## src/rtl/div_seq_pkg.sv

```systemverilog
// Shared types and constants for the sequential restoring divider.
// Bus widths and handshake encodings mirror the execute stage's define set.
package div_seq_pkg;

    localparam int REG_W  = 32;
    localparam int DREG_W = 64;
    localparam int WORK_W = 65;
    localparam int CNT_W  = 6;

    localparam logic DIV_START            = 1'b1;
    localparam logic DIV_STOP             = 1'b0;
    localparam logic DIV_RESULT_READY     = 1'b1;
    localparam logic DIV_RESULT_NOT_READY = 1'b0;

    localparam logic [REG_W-1:0]  ZERO_WORD   = '0;
    localparam logic [DREG_W-1:0] ZERO_DWORD  = '0;
    localparam logic [CNT_W-1:0]  LAST_ITER   = 6'd31;

    typedef enum logic [1:0] {
        DIV_FREE    = 2'b00,
        DIV_BY_ZERO = 2'b01,
        DIV_ON      = 2'b10,
        DIV_END     = 2'b11
    } div_state_e;

    // Two's-complement magnitude; 0x80000000 maps onto itself, which the
    // unsigned datapath then treats correctly as 2^31.
    function automatic logic [REG_W-1:0] magnitude(input logic [REG_W-1:0] v,
                                                   input logic             is_signed);
        return (is_signed && v[REG_W-1]) ? (~v + REG_W'(1)) : v;
    endfunction

endpackage

```

## src/rtl/div_seq_step.sv

```systemverilog
// One restoring-division iteration: shift the 65-bit working register left
// and trial-subtract the divisor from its upper 33 bits.
module div_step
    import div_seq_pkg::*;
(
    input  logic [WORK_W-1:0] i_work,
    input  logic [REG_W-1:0]  i_divisor,
    output logic [WORK_W-1:0] o_work,
    output logic              o_qbit
);

    logic [REG_W+2:0] w_diff;

    always_comb begin
        // i_work[64:31] is the shifted upper part, extended by one sign bit.
        w_diff = {1'b0, i_work[WORK_W-1:REG_W-1]} - {3'b000, i_divisor};
        // The partial remainder is always below 2^33, so a valid difference
        // has both top bits clear; a borrow sets both.
        o_qbit = ~(|w_diff[REG_W+2:REG_W+1]);
        if (o_qbit) begin
            o_work = {w_diff[REG_W:0], i_work[REG_W-2:0], 1'b1};
        end else begin
            o_work = {i_work[WORK_W-2:0], 1'b0};
        end
    end

endmodule

```

## src/rtl/div_seq.sv

```systemverilog
// Sequential radix-2 restoring divider for DIV/DIVU (one quotient bit/cycle).
// Optional macro DIV_EARLY_EXIT_EN: finish in two edges when |dividend| < |divisor|.
module div_seq
    import div_seq_pkg::*;
(
    input  logic              clk,
    input  logic              rst,
    input  logic              signed_div_i,
    input  logic [REG_W-1:0]  opdata1_i,
    input  logic [REG_W-1:0]  opdata2_i,
    input  logic              start_i,
    input  logic              annul_i,
    output logic [DREG_W-1:0] result_o,
    output logic              ready_o
);

    div_state_e          r_state, w_state;
    logic [CNT_W-1:0]    r_cnt, w_cnt;
    logic [WORK_W-1:0]   r_work, w_work;
    logic [REG_W-1:0]    r_divisor, w_divisor;
    logic                r_sign1, w_sign1;
    logic                r_sign2, w_sign2;
    logic                r_signed, w_signed;
    logic [DREG_W-1:0]   r_result, w_result;
    logic                r_ready, w_ready;

    logic [REG_W-1:0]    w_mag1, w_mag2;
    logic                w_early;
    logic [WORK_W-1:0]   w_step;
    logic                w_qbit;

    function automatic logic [DREG_W-1:0] fixup(input logic [DREG_W-1:0] work,
                                                input logic              sg,
                                                input logic              s1,
                                                input logic              s2);
        logic [REG_W-1:0] q;
        logic [REG_W-1:0] r;
        q = work[REG_W-1:0];
        r = work[DREG_W-1:REG_W];
        if (sg && (s1 ^ s2)) q = ~q + REG_W'(1);
        if (sg && s1)        r = ~r + REG_W'(1);
        return {r, q};
    endfunction

    div_step u_step (
        .i_work    (r_work),
        .i_divisor (r_divisor),
        .o_work    (w_step),
        .o_qbit    (w_qbit)
    );

    always_comb begin
        w_state   = r_state;
        w_cnt     = r_cnt;
        w_work    = r_work;
        w_divisor = r_divisor;
        w_sign1   = r_sign1;
        w_sign2   = r_sign2;
        w_signed  = r_signed;
        w_result  = r_result;
        w_ready   = r_ready;

        w_mag1 = magnitude(opdata1_i, signed_div_i);
        w_mag2 = magnitude(opdata2_i, signed_div_i);
`ifdef DIV_EARLY_EXIT_EN
        w_early = (w_mag1 < w_mag2);
`else
        w_early = 1'b0;
`endif

        unique case (r_state)
            DIV_FREE: begin
                if (start_i == DIV_START && !annul_i) begin
                    w_sign1   = opdata1_i[REG_W-1];
                    w_sign2   = opdata2_i[REG_W-1];
                    w_signed  = signed_div_i;
                    w_divisor = w_mag2;
                    w_cnt     = '0;
                    // ByZero doubles as the one-cycle finish for early exit:
                    // the working register already holds {rem, quot}.
                    if (opdata2_i == ZERO_WORD) begin
                        w_state = DIV_BY_ZERO;
                        w_work  = '0;
                    end else if (w_early) begin
                        w_state = DIV_BY_ZERO;
                        w_work  = {1'b0, w_mag1, ZERO_WORD};
                    end else begin
                        w_state = DIV_ON;
                        w_work  = {1'b0, ZERO_WORD, w_mag1};
                    end
                end
            end
            DIV_BY_ZERO: begin
                if (annul_i || start_i == DIV_STOP) begin
                    w_state = DIV_FREE;
                end else begin
                    w_state  = DIV_END;
                    w_result = fixup(r_work[DREG_W-1:0], r_signed, r_sign1, r_sign2);
                    w_ready  = DIV_RESULT_READY;
                end
            end
            DIV_ON: begin
                if (annul_i || start_i == DIV_STOP) begin
                    w_state = DIV_FREE;
                end else begin
                    w_work = w_step;
                    w_cnt  = r_cnt + CNT_W'(1);
                    if (r_cnt == LAST_ITER) begin
                        w_state  = DIV_END;
                        w_result = fixup(w_step[DREG_W-1:0], r_signed, r_sign1, r_sign2);
                        w_ready  = DIV_RESULT_READY;
                    end
                end
            end
            DIV_END: begin
                if (annul_i || start_i == DIV_STOP) begin
                    w_state  = DIV_FREE;
                    w_result = ZERO_DWORD;
                    w_ready  = DIV_RESULT_NOT_READY;
                end
            end
            default: begin
                w_state  = DIV_FREE;
                w_result = ZERO_DWORD;
                w_ready  = DIV_RESULT_NOT_READY;
            end
        endcase
    end

    always_ff @(posedge clk or negedge rst) begin
        if (!rst) begin
            r_state   <= DIV_FREE;
            r_cnt     <= '0;
            r_work    <= '0;
            r_divisor <= '0;
            r_sign1   <= 1'b0;
            r_sign2   <= 1'b0;
            r_signed  <= 1'b0;
            r_result  <= ZERO_DWORD;
            r_ready   <= DIV_RESULT_NOT_READY;
        end else begin
            r_state   <= w_state;
            r_cnt     <= w_cnt;
            r_work    <= w_work;
            r_divisor <= w_divisor;
            r_sign1   <= w_sign1;
            r_sign2   <= w_sign2;
            r_signed  <= w_signed;
            r_result  <= w_result;
            r_ready   <= w_ready;
        end
    end

    assign result_o = r_result;
    assign ready_o  = r_ready;

    // Qbit is folded into w_step; kept as a named net for debug visibility.
    logic w_qbit_unused;
    assign w_qbit_unused = w_qbit;

endmodule
```

## config.mk

```make
export PLATFORM = sky130hd
export DESIGN_NAME = div_seq
export DESIGN_NICKNAME = d
export VERILOG_FILES = /design/src/rtl/div_seq_pkg.sv /design/src/rtl/div_seq_step.sv /design/src/rtl/div_seq.sv
export SDC_FILE = /design/constraint.sdc
export NUM_CORES = 1
export LEC_CHECK = 0
export BUFFER_PORTS_ARGS = -buffer_cell sky130_fd_sc_hd__buf_2
export CAP_MARGIN = 20
export CORE_MARGIN = 5
export CORE_UTILIZATION = 45
export DETAILED_ROUTE_END_ITERATION = 10
export MAX_ROUTING_LAYER = met4
export PLACE_DENSITY = 0.67
export SETUP_SLACK_MARGIN = 0.5
export SYNTH_ARGS = -nofsm -noshare
export SYNTH_HDL_FRONTEND = slang
export SYNTH_SLANG_ARGS = --single-unit
```

## constraint.sdc

```tcl
create_clock -name clk -period 5.5 [get_ports clk]
set_input_delay 0 -clock clk [delete_from_list [all_inputs] [get_ports clk]]
set_output_delay 0 -clock clk [all_outputs]
set_load 0.1 [all_outputs]
```

* Yosys cells after proc, flatten, opt, wreduce, memory -nomap -nowiden *
Index checks and enable logic that the tools add are counted.

storage, ports and cells
  register bits after elaboration = 173
  output and inout bits = 65

cells by class
  add/sub/neg operators = 8
  equal/unequal tests = 10
  multiplexer cells = 31
  bitwise gates (word level) = 8
  reduce and logical (&&, ||, !) cells = 16

operator list
  operator                 count
  $mux W64                 4
  $mux W32                 7
  $mux W65                 3
  $add A32 B1 Y32 const B  6
  $not A32 Y32             6
  $pmux W64 S3             1
  $pmux W65 S2             1
  $sub A34 B32 Y35         1
  $logic_not A32 Y1        1
  $mux W2                  6
  $mux W6                  2
  $pmux W6 S2              1
  $ne A2 B2 Y1 const B     5
  $pmux W2 S4              1
  $add A6 B1 Y6 const B    1
  $eq A6 B5 Y1 const B     1
  $reduce_and A3 Y1        2
  $logic_and A1 B1 Y1      5
  $reduce_and A5 Y1        1
  $eq A2 B2 Y1 const B     2
  $mux W1                  4
  $ne A3 B3 Y1 const B     1
  $pmux W1 S3              1
  $reduce_bool A3 Y1       1
  other kinds (9)          9

* Logic depth before layout (Yosys ltp) *
Gate-level depths: netlist (run 1).

  word-level depth = 9
  depth in mapped cells = 26
  depth with buffers taken out = 23

* By module *
From an unflattened synthesis (run 1), not the netlist that was laid out.

unflattened totals
  cells, all modules = 1652
  area total of the unflattened synthesis = 13878.3 µm²

modules (own cells, without submodules)
  module    times used  cells an instance  area an instance (µm²)  sequential area each (µm²)
  div_seq   1           1307               11372.2                 4329.2
  div_step  1           345                2506.2                  0.0

* Least setup slack after synthesis (run 1) *
OpenSTA, ideal clock, no wires.

  kind = reg2reg
  start point = reg r_work[31]
  end point = reg r_result[62] (netlist: result_o[62])
  setup time = 0.082 ns
  data arrival time = 4.952 ns
  required time = 5.418 ns
  path slack = 0.466 ns
  cell stages (with the launch flop) = 26
  path buffers = 3
  period minus slack after synthesis = 5.034 ns
  cells stage by stage = dfrtp_1 > inv_1 > ha_1 > inv_1 > fa_1 > a21o_1 > a41oi_2 > a211oi_2 > o21ai_2 > o21bai_4 > and3_4 > inv_2 > buf_2 > buf_1 > nor2_1 > a21oi_1 > ha_1 > clkbuf_1 > nand2_1 > nor3_1 > o2111ai_1 > nor4_4 > a41oi_2 > a21o_1 > or4_1 > a31oi_1

between the ends
  longest elaborated chain between the ends = 9

RTL lines
  what                    RTL line            source
  from (decl)             div_seq.sv:19       logic [WORK_W-1:0] r_work, w_work;
  from (signal assigned)  div_seq.sv:144      r_work <= w_work;
  $sub A34 B32 Y35        div_seq_step.sv:16  w_diff = {1'b0, i_work[WORK_W-1:REG_W-1]} - {3'b000, i_divisor};
  $reduce_or A2 Y1        div_seq_step.sv:19  o_qbit = ~(|w_diff[REG_W+2:REG_W+1]);
  $mux W65 *              div_seq_step.sv:20  if (o_qbit) begin
  $not A32 Y32            div_seq.sv:41       if (sg && s1) r = ~r + REG_W'(1);
  $add A32 B1 Y32         div_seq.sv:41
  $mux W32 *              div_seq.sv:41
  $mux W64 *              div_seq.sv:108      if (r_cnt == LAST_ITER) begin
  $mux W64 *              div_seq.sv:103      if (annul_i || start_i == DIV_STOP) begin
  $pmux W64 S3 *          div_seq.sv:71       unique case (r_state)
  to (signal assigned)    div_seq.sv:149      r_result <= w_result;
  to (decl)               div_seq.sv:24       logic [DREG_W-1:0] r_result, w_result;

Every way passes the cells marked *; elsewhere a longest branch is shown, timed or not. The select of a mux whose other input is x is not followed.
A chain may end at the register's enable or synchronous reset.

* Worst setup path after layout (run 1) *
Same ends and word-level chain as after synthesis.

==> results of run 1 <==
## logic make-up (layout without fill, tap and decap cells)
family          count (synthesis)  in the layout
compound gates                566            566
simple gates                  669            669
fa+ha+maj                      45             45
mux                            30             30
buf+inv                       202            318
xor+xnor                      188            188
flops                         173            173
## Yosys cell counts (all sizes together), types with 9 or more instances
library cell	count	share of area, %
a21oi	150	5.2
mux2i	21	1.5
and3	13	0.59
dfrtp	173	30
buf	35	1.3
inv	63	1.6
a221oi	59	3.6
nand3	28	1.0
or4	14	0.80
o21ai	178	6.2
mux2	9	0.70
clkbuf	104	2.7
a211oi	14	0.76
nor2b	10	0.43
xnor2	89	5.4
nor4	20	1.1
xor2	99	6.0
nand2b	15	0.68
nor3	54	2.1
nor2	247	6.5
o31ai	17	0.91
or3	23	0.99
nand4	13	0.56
and2	19	0.84
a31oi	32	1.4
nand2	182	4.7
a21o	16	0.83
ha	44	3.8
## registers in the layout, summed over array words and instances, names as in the netlist
name	flops
r_cnt	6
r_divisor	32
r_sign1	1
r_sign2	1
r_signed	1
r_state	2
r_work	65
ready_o	1
result_o	64
## timing repair
action | CTS | global route
setup buffers | 2 | 18
endpoints found under the setup margin | 5 | 18
hold buffers | 38 | 0
hold endpoints to repair | 75 | 0
pin swaps | 1 | 20
gates resized for setup | 5 | 72
## through the flow
stage	util [%]	hold slack [ns]	area [um2]	worst slack, ns	std cells
floorplan	-	-0.296	14500	0.569	1873
global placement	48.5	-0.0517	15400	0.478	2301
detailed placement	48.5	-0.0503	15400	0.329	2301
CTS	51.6	0.00122	16400	0.522	2372
global route	53.0	0.0224	16800	0.417	2391
finish	53.0	0.0116	16800	0.620	2391
## layer usage
metal  GRT usage, %  share of wire, %  vias up
li1               -                 -     6911
met1           39.6                46     6831
met2           38.8                43      677
met3           4.33               8.3       98
met4           8.04               3.0        0
met5              -                 0        -
## worst register-to-register path: cells and delay by family (launching register included)
family,cells,cell delay (ns)
AOI/OAI and AO/OA,10,2.02
and+or+nand+nor,6,1.35
adders and majority gates,3,0.75
DFF,1,0.39
buffers and inverters,4,0.30
## path summary, 6_finish.rpt
kind / startpoint / end
max in group asynchronous: rst / r_work[40]
worst min-delay path: opdata1_i[16] / r_work[16]
min in group asynchronous: rst / r_divisor[25]
worst min register to register: r_divisor[9] / r_divisor[9]
worst max register to register: r_work[31] / result_o[62]
worst max-delay path: r_work[31] / result_o[62]
## placed cells by master, fill, tap and decap left out, drive strengths merged, types with 6 or more instances in the layout
cell,n
a31oi,32
nand3,28
or3,23
mux2,9
nor3,54
a22o,6
or2,8
ha,44
dfrtp,173
a211oi,14
xnor2,89
a21boi,6
mux2i,21
a41oi,6
and3,13
nor4,20
clkbuf,19
nor2b,10
xor2,99
nor3b,7
o22ai,8
o211ai,8
a21o,16
or4,14
o21a,7
dlygate4sd3,38
and2,19
a21oi,150
nand2b,15
a221oi,59
nand4,13
o41ai,7
inv,70
o21ai,178
nor2,247
o31ai,17
o2111ai,6
nand2,182
buf,186
## cell type report
| cell class | count | area (um2) | share of cell area (%) |
|---|---|---|---|
| multi-input combinational | 1498 | 9690 | 57.7 |
| sequential | 173 | 4340 | 25.9 |
| timing repair buffer | 224 | 1480 | 8.80 |
| tap | 402 | 503 | 2.99 |
| clock buffer | 19 | 443 | 2.64 |
| inverter | 63 | 239 | 1.42 |
| clock inverter | 12 | 103 | 0.611 |
==> results.yml, run 1 <==
synth:
  yosys_warnings: 0
  ys_ff_latch: 173
  syn_avg_cell_area_um2: 7.75
  syn_area_mm2: 0.0145
  syn_nets: 1987
  async_flop_share_pct: 100
  synth_xor_area_share_pct: 11.3
  synthMuxAreaShare_pct: 2.23
  ys.flop_type: "dfrtp_1"
  synth_cells: 1873
  ys_types: 96
  synth-compound-area-share_pct: 25.2
  synth_top_family_by_area: "compound AO/OA/AOI/OAI gates"
  synth-edff-count: 0
  synth_sequential_area_ratio_pct: 29.8
  synth_fa_ha_area_share_pct: 3.93
  synthSimpleGateAreaFrac_pct: 21.9
clock_network:
  cts_buffers: 17
  clk_latency_ns: 0.46
  numClockSinks: 173
  cts_root_buffer: "clkbuf_16"
  h-tree-depth: 4
  cts_max_path_buffers: 2
  cts_tree: "built"
  clk_pin_slew_ns: 0.07
outcome:
  outcome: "finished clean"
timing:
  fin_skew_ns: 0.0167
  rsz0062_at_grt: "yes"
  min_period_over_period_pct: 88.7
  hold_viol_final: 0
  drv_slew: 0
  finalSetupViolCount: 0
  fin_crit_ns: 4.88
  tightest_slew_ns: 1.01
  fmax_mhz: 205
  maxSlewHeadroom_pct: 32.5
  finalSetupTns_ns: 0
global_route:
  grt_overflow: 0
  grt_first_pass_wirelength_mm: 76.1
  grt_max_degree: 77
  grt_pass1_vias: 13400
  antenna_found_initial: 1
  grt_util_all_layers_pct: 27.1
drt:
  drt-vias-per-instance: 6.07
  final_antenna_net_count: 0
  wire_per_inst_um: 20.3
  vias: 14500
  routed_wl_mm: 48.6
  drc_errors: 0
  drt_first_pass_iters: 6
  first_iter_violations: 1720
worst_setup_path:
  path_buf_inv: 4
  worstPathArrival_ns: 5.26
  r2r_slack_ns: 0.62
  critical_path.most_common_cell: "inv_2"
  critPathKind: "reg -> reg"
  cp-start-kind: "flop"
  cp.depth: 23
  crit_chain: "inv_2, ha_4, inv_2, fa_2, a21o_4, a41oi_4, a211oi_4, o21ai_2, o21bai_4, and3_4, inv_4, buf_6, nor2_2, a21oi_2, ha_2, nand2_2, nor3_4, o2111ai_2, nor4_4, a41oi_2, a21o_1, or4_1, a31oi_1"
  slowest_stage: "or4_1"
  setup.worst_path.end_class: "flop"
  worst-path-max-fanout: 5
  crit_family: "compound AO/OA/AOI/OAI gates"
  worstPathRequired_ns: 5.88
  max_stage_delay_ns: 0.47
  reg2reg_depth: 23
layout:
  area_growth_pct: 15.7
  fillers: 3041
  fin_nets: 2091
  drive_gt1_share_pct: 16.6
  antenna_cells: 0
floorplanning:
  core-area_mm2: 0.0317
  die-area_mm2: 0.0360
  die_h_um: 190
  initial_core_util_pct: 45.8
  fp.dieW_um: 190
  rows: 65
  pin_count: 134
placed_design:
  hpwl_mm: 35.9
  gp_congestion: 0.944
  io_buffer_count: 133
min_path:
  hold_class: "in -> reg"
  holdPathStages: 5
job:
  max_cap_viol_count: 0
Power of run 1 is left out: the tool's default activity adds up to more than one toggle a clock period on the data nets, which glitch-free logic cannot reach.
==> inputs of run 2 (changes only) <==
--- a/config.mk
+++ b/config.mk
@@ -5,11 +5,13 @@
 export SDC_FILE = /design/constraint.sdc
 export NUM_CORES = 1
 export LEC_CHECK = 0
+export ABC_AREA = 1
 export BUFFER_PORTS_ARGS = -buffer_cell sky130_fd_sc_hd__buf_2
 export CAP_MARGIN = 20
 export CORE_MARGIN = 5
 export CORE_UTILIZATION = 45
 export DETAILED_ROUTE_END_ITERATION = 10
+export HOLD_SLACK_MARGIN = 0.05
 export MAX_ROUTING_LAYER = met4
 export PLACE_DENSITY = 0.67
 export SETUP_SLACK_MARGIN = 0.5
==> run 2 against run 1 <==
  * Synthesized cell count grew 23%
  * Flip-flop and latch count unchanged
  * Via count up 11%
  * Critical path type unchanged
  * Critical endpoint is now result_o[54]
  * Highest routed layer unchanged
==> results.yml, run 2 <==
outcome:
  outcome: "finished clean"
worst_setup_path:
  crit_chain: "ha_1, nand2_1, nor2_4, inv_2, nor2_4, nand4_4, nand3b_4, nand2_2, nand2_4, nand3_4, o21ai_2, ha_1, inv_1, nor2_2, nand2_2, nor2_4, nand3_1, nand2_1, nand2_1, nand2_1, nand3_1, a21oi_1"
  critical_path.most_common_cell: "nand2_1"
  worstPathRequired_ns: 5.88
  critPathKind: "reg -> reg"
  setup.worst_path.end_class: "flop"
  r2r_slack_ns: 1.30
  reg2reg_depth: 22
  slowest_stage: "dfrtp_1"
  crit_family: "simple AND/OR/NAND/NOR gates"
  r2r-start: "r_work[45]"
  worst-path-max-fanout: 26
  path_buf_inv: 2
  r2r-end: "result_o[54]"
  worstPathArrival_ns: 4.58
  max_stage_delay_ns: 0.50
  cp-start-kind: "flop"
clock_network:
  cts_buffers: 17
  clk_latency_ns: 0.46
  post_cts_buffers: 0
  h-tree-depth: 4
  cts_tree: "built"
  cts_root_buffer: "clkbuf_16"
  cts_max_path_buffers: 2
  clk_pin_slew_ns: 0.07
  numClockSinks: 173
drt:
  final_antenna_net_count: 0
  drc_errors: 0
  drt-vias-per-instance: 5.53
  drt_first_pass_iters: 7
  wire_per_inst_um: 18.9
  vias: 16100
  first_iter_violations: 1603
  routed_wl_mm: 55.0
global_route:
  grt_util_all_layers_pct: 31.1
  grt_overflow: 0
  grt_max_degree: 79
  antenna_found_initial: 0
  grt_pass1_vias: 15200
  grt_first_pass_wirelength_mm: 85.9
synth:
  synth-edff-count: 0
  synth_common_cells: "nand2_1, inv_1, nor2_1"
  async_flop_share_pct: 100
  syn_nets: 2417
  syn_area_mm2: 0.0147
  ys_ff_latch: 173
  synth_sequential_area_ratio_pct: 29.5
  yosys_warnings: 0
  synthTopCellsByArea: "dfrtp_1, nand2_1, inv_1, nor2_1, o21ai_0"
  netlist.area_leader.share_pct: 29.5
  yosys.area.top_type: "dfrtp_1"
  synth.most_common_cell: "nand2_1"
  syn_avg_cell_area_um2: 6.38
  ys_types: 57
  synth_cells: 2303
  ys.flop_type: "dfrtp_1"
timing:
  min_period_over_period_pct: 76.4
  drv_slew: 0
  fmax_mhz: 238
  finalSetupTns_ns: 0
  fin_crit_ns: 4.20
  rsz0062_at_grt: "no"
  hold_viol_final: 0
  finalSetupViolCount: 0
  maxSlewHeadroom_pct: 36.6
  tightest_slew_ns: 0.950
  whs_ns: 0.0751
  fin_skew_ns: 0.0111
layout:
  final_cell_count_no_fill: 2905
  area_growth_pct: 15.5
  largest_reg_flops: 65
  regMostFlops: "r_work"
  drive_gt1_share_pct: 10.2
  layout_common_cells: "nand2_1, inv_1, nor2_1, dfrtp_1, o21ai_0"
  fin_nets: 2564
  final_common_cell: "nand2_1"
  final_util_pct: 52.4
placed_design:
  io_buffer_count: 133
  dp_cells: 2809
  gp_congestion: 1.00
  hpwl_mm: 41.9
floorplanning:
  initial_core_util_pct: 45.4
  die-area_mm2: 0.0364
  fp.dieW_um: 191
  rows: 66
  pin_count: 134
  die_h_um: 191
  core-area_mm2: 0.0324
min_path:
  hold_class: "in -> reg"
  holdPathStages: 5
  hold_path.startpoint: "opdata1_i[9]"
  worst_hold_path.endpoint: "r_work[9]"
job:
  max_cap_viol_count: 0
[run 2: cell types whose count changed after synthesis, moves of 30 or more]
cell / change
clkbuf_1: -40
nand3_1: +84
nand4_1: +37
xor2_1: -55
nor2_1: +39
a221oi_1: -56
xnor2_1: -58
o21ai_0: +30
inv_1: +248
o21ai_1: -34
nand2_1: +388
[run 2: timing repair]
action | CTS | global route
endpoints found under the setup margin | 0 | 0
hold buffers | 63 | 0
gates resized for setup | 0 | 0
hold endpoints to repair | 126 | 0
[run 2: layer usage]
| layer | vias up | wire, um | GRT usage [%] |
|---|---|---|---|
| li1 | 7839 | - | - |
| met1 | 7411 | 24700 | 43.0 |
| met2 | 694 | 23500 | 45.1 |
| met3 | 118 | 5030 | 7.29 |
| met4 | 0 | 1740 | 9.86 |
| met5 | - | 0 | - |
[run 2: worst min-delay path, delay by kind of cell]
family,cells,cell delay (ns)
xor+xnor,1,0.07
compound gates,2,0.16
buf+inv,1,0.11
simple gates,1,0.14
[run 2: how the worst max path moves through the flow]
stage,slack (ns),start,to,depth (start not counted)
6_report,1.30,r_work[45],result_o[54],22
4_1_cts,1.37,r_work[45],result_o[56],22
3_3_place_gp,1.41,r_work[48],result_o[50],23
2_1_floorplan,2.45,r_work[51],result_o[50],23
5_1_grt,0.95,r_work[46],result_o[54],22
3_5_place_dp,1.40,r_work[45],result_o[56],22
[run 2: through the flow]
stage                     setup slack, ns  area, um2
after floorplan                      2.45      14700
after global placement               1.41      15700
after detailed placement             1.40      15700
after CTS                            1.37      16900
after global routing                0.949      17000
final                                1.30      17000
[run 2: logic make-up (layout without fill, tap and decap cells)]
family	Yosys count	in the layout	synth area share (%)
AND/OR/NAND/NOR	1127	1127	33.0
AO/OA/AOI/OAI	477	477	18.3
buffers and inverters	405	564	10.9
flip-flops	173	173	29.5
XOR/XNOR	75	75	4.47
adder cells (fa/ha/maj)	45	45	3.88
multiplexers	1	1	0.0681
other	0	1	0
[run 2: area by class of cell]
cell class | count | area, um2
inverters | 318 | 1190
repair buffers | 215 | 1490
multi-input cells | 1725 | 8800
clock inverters | 10 | 165
flip-flops and latches | 173 | 4330
fillers | 3257 | 15400
well taps | 442 | 553
diodes | 1 | 2.50
clock buffers | 21 | 450
Power of run 2 is left out for the same reason.
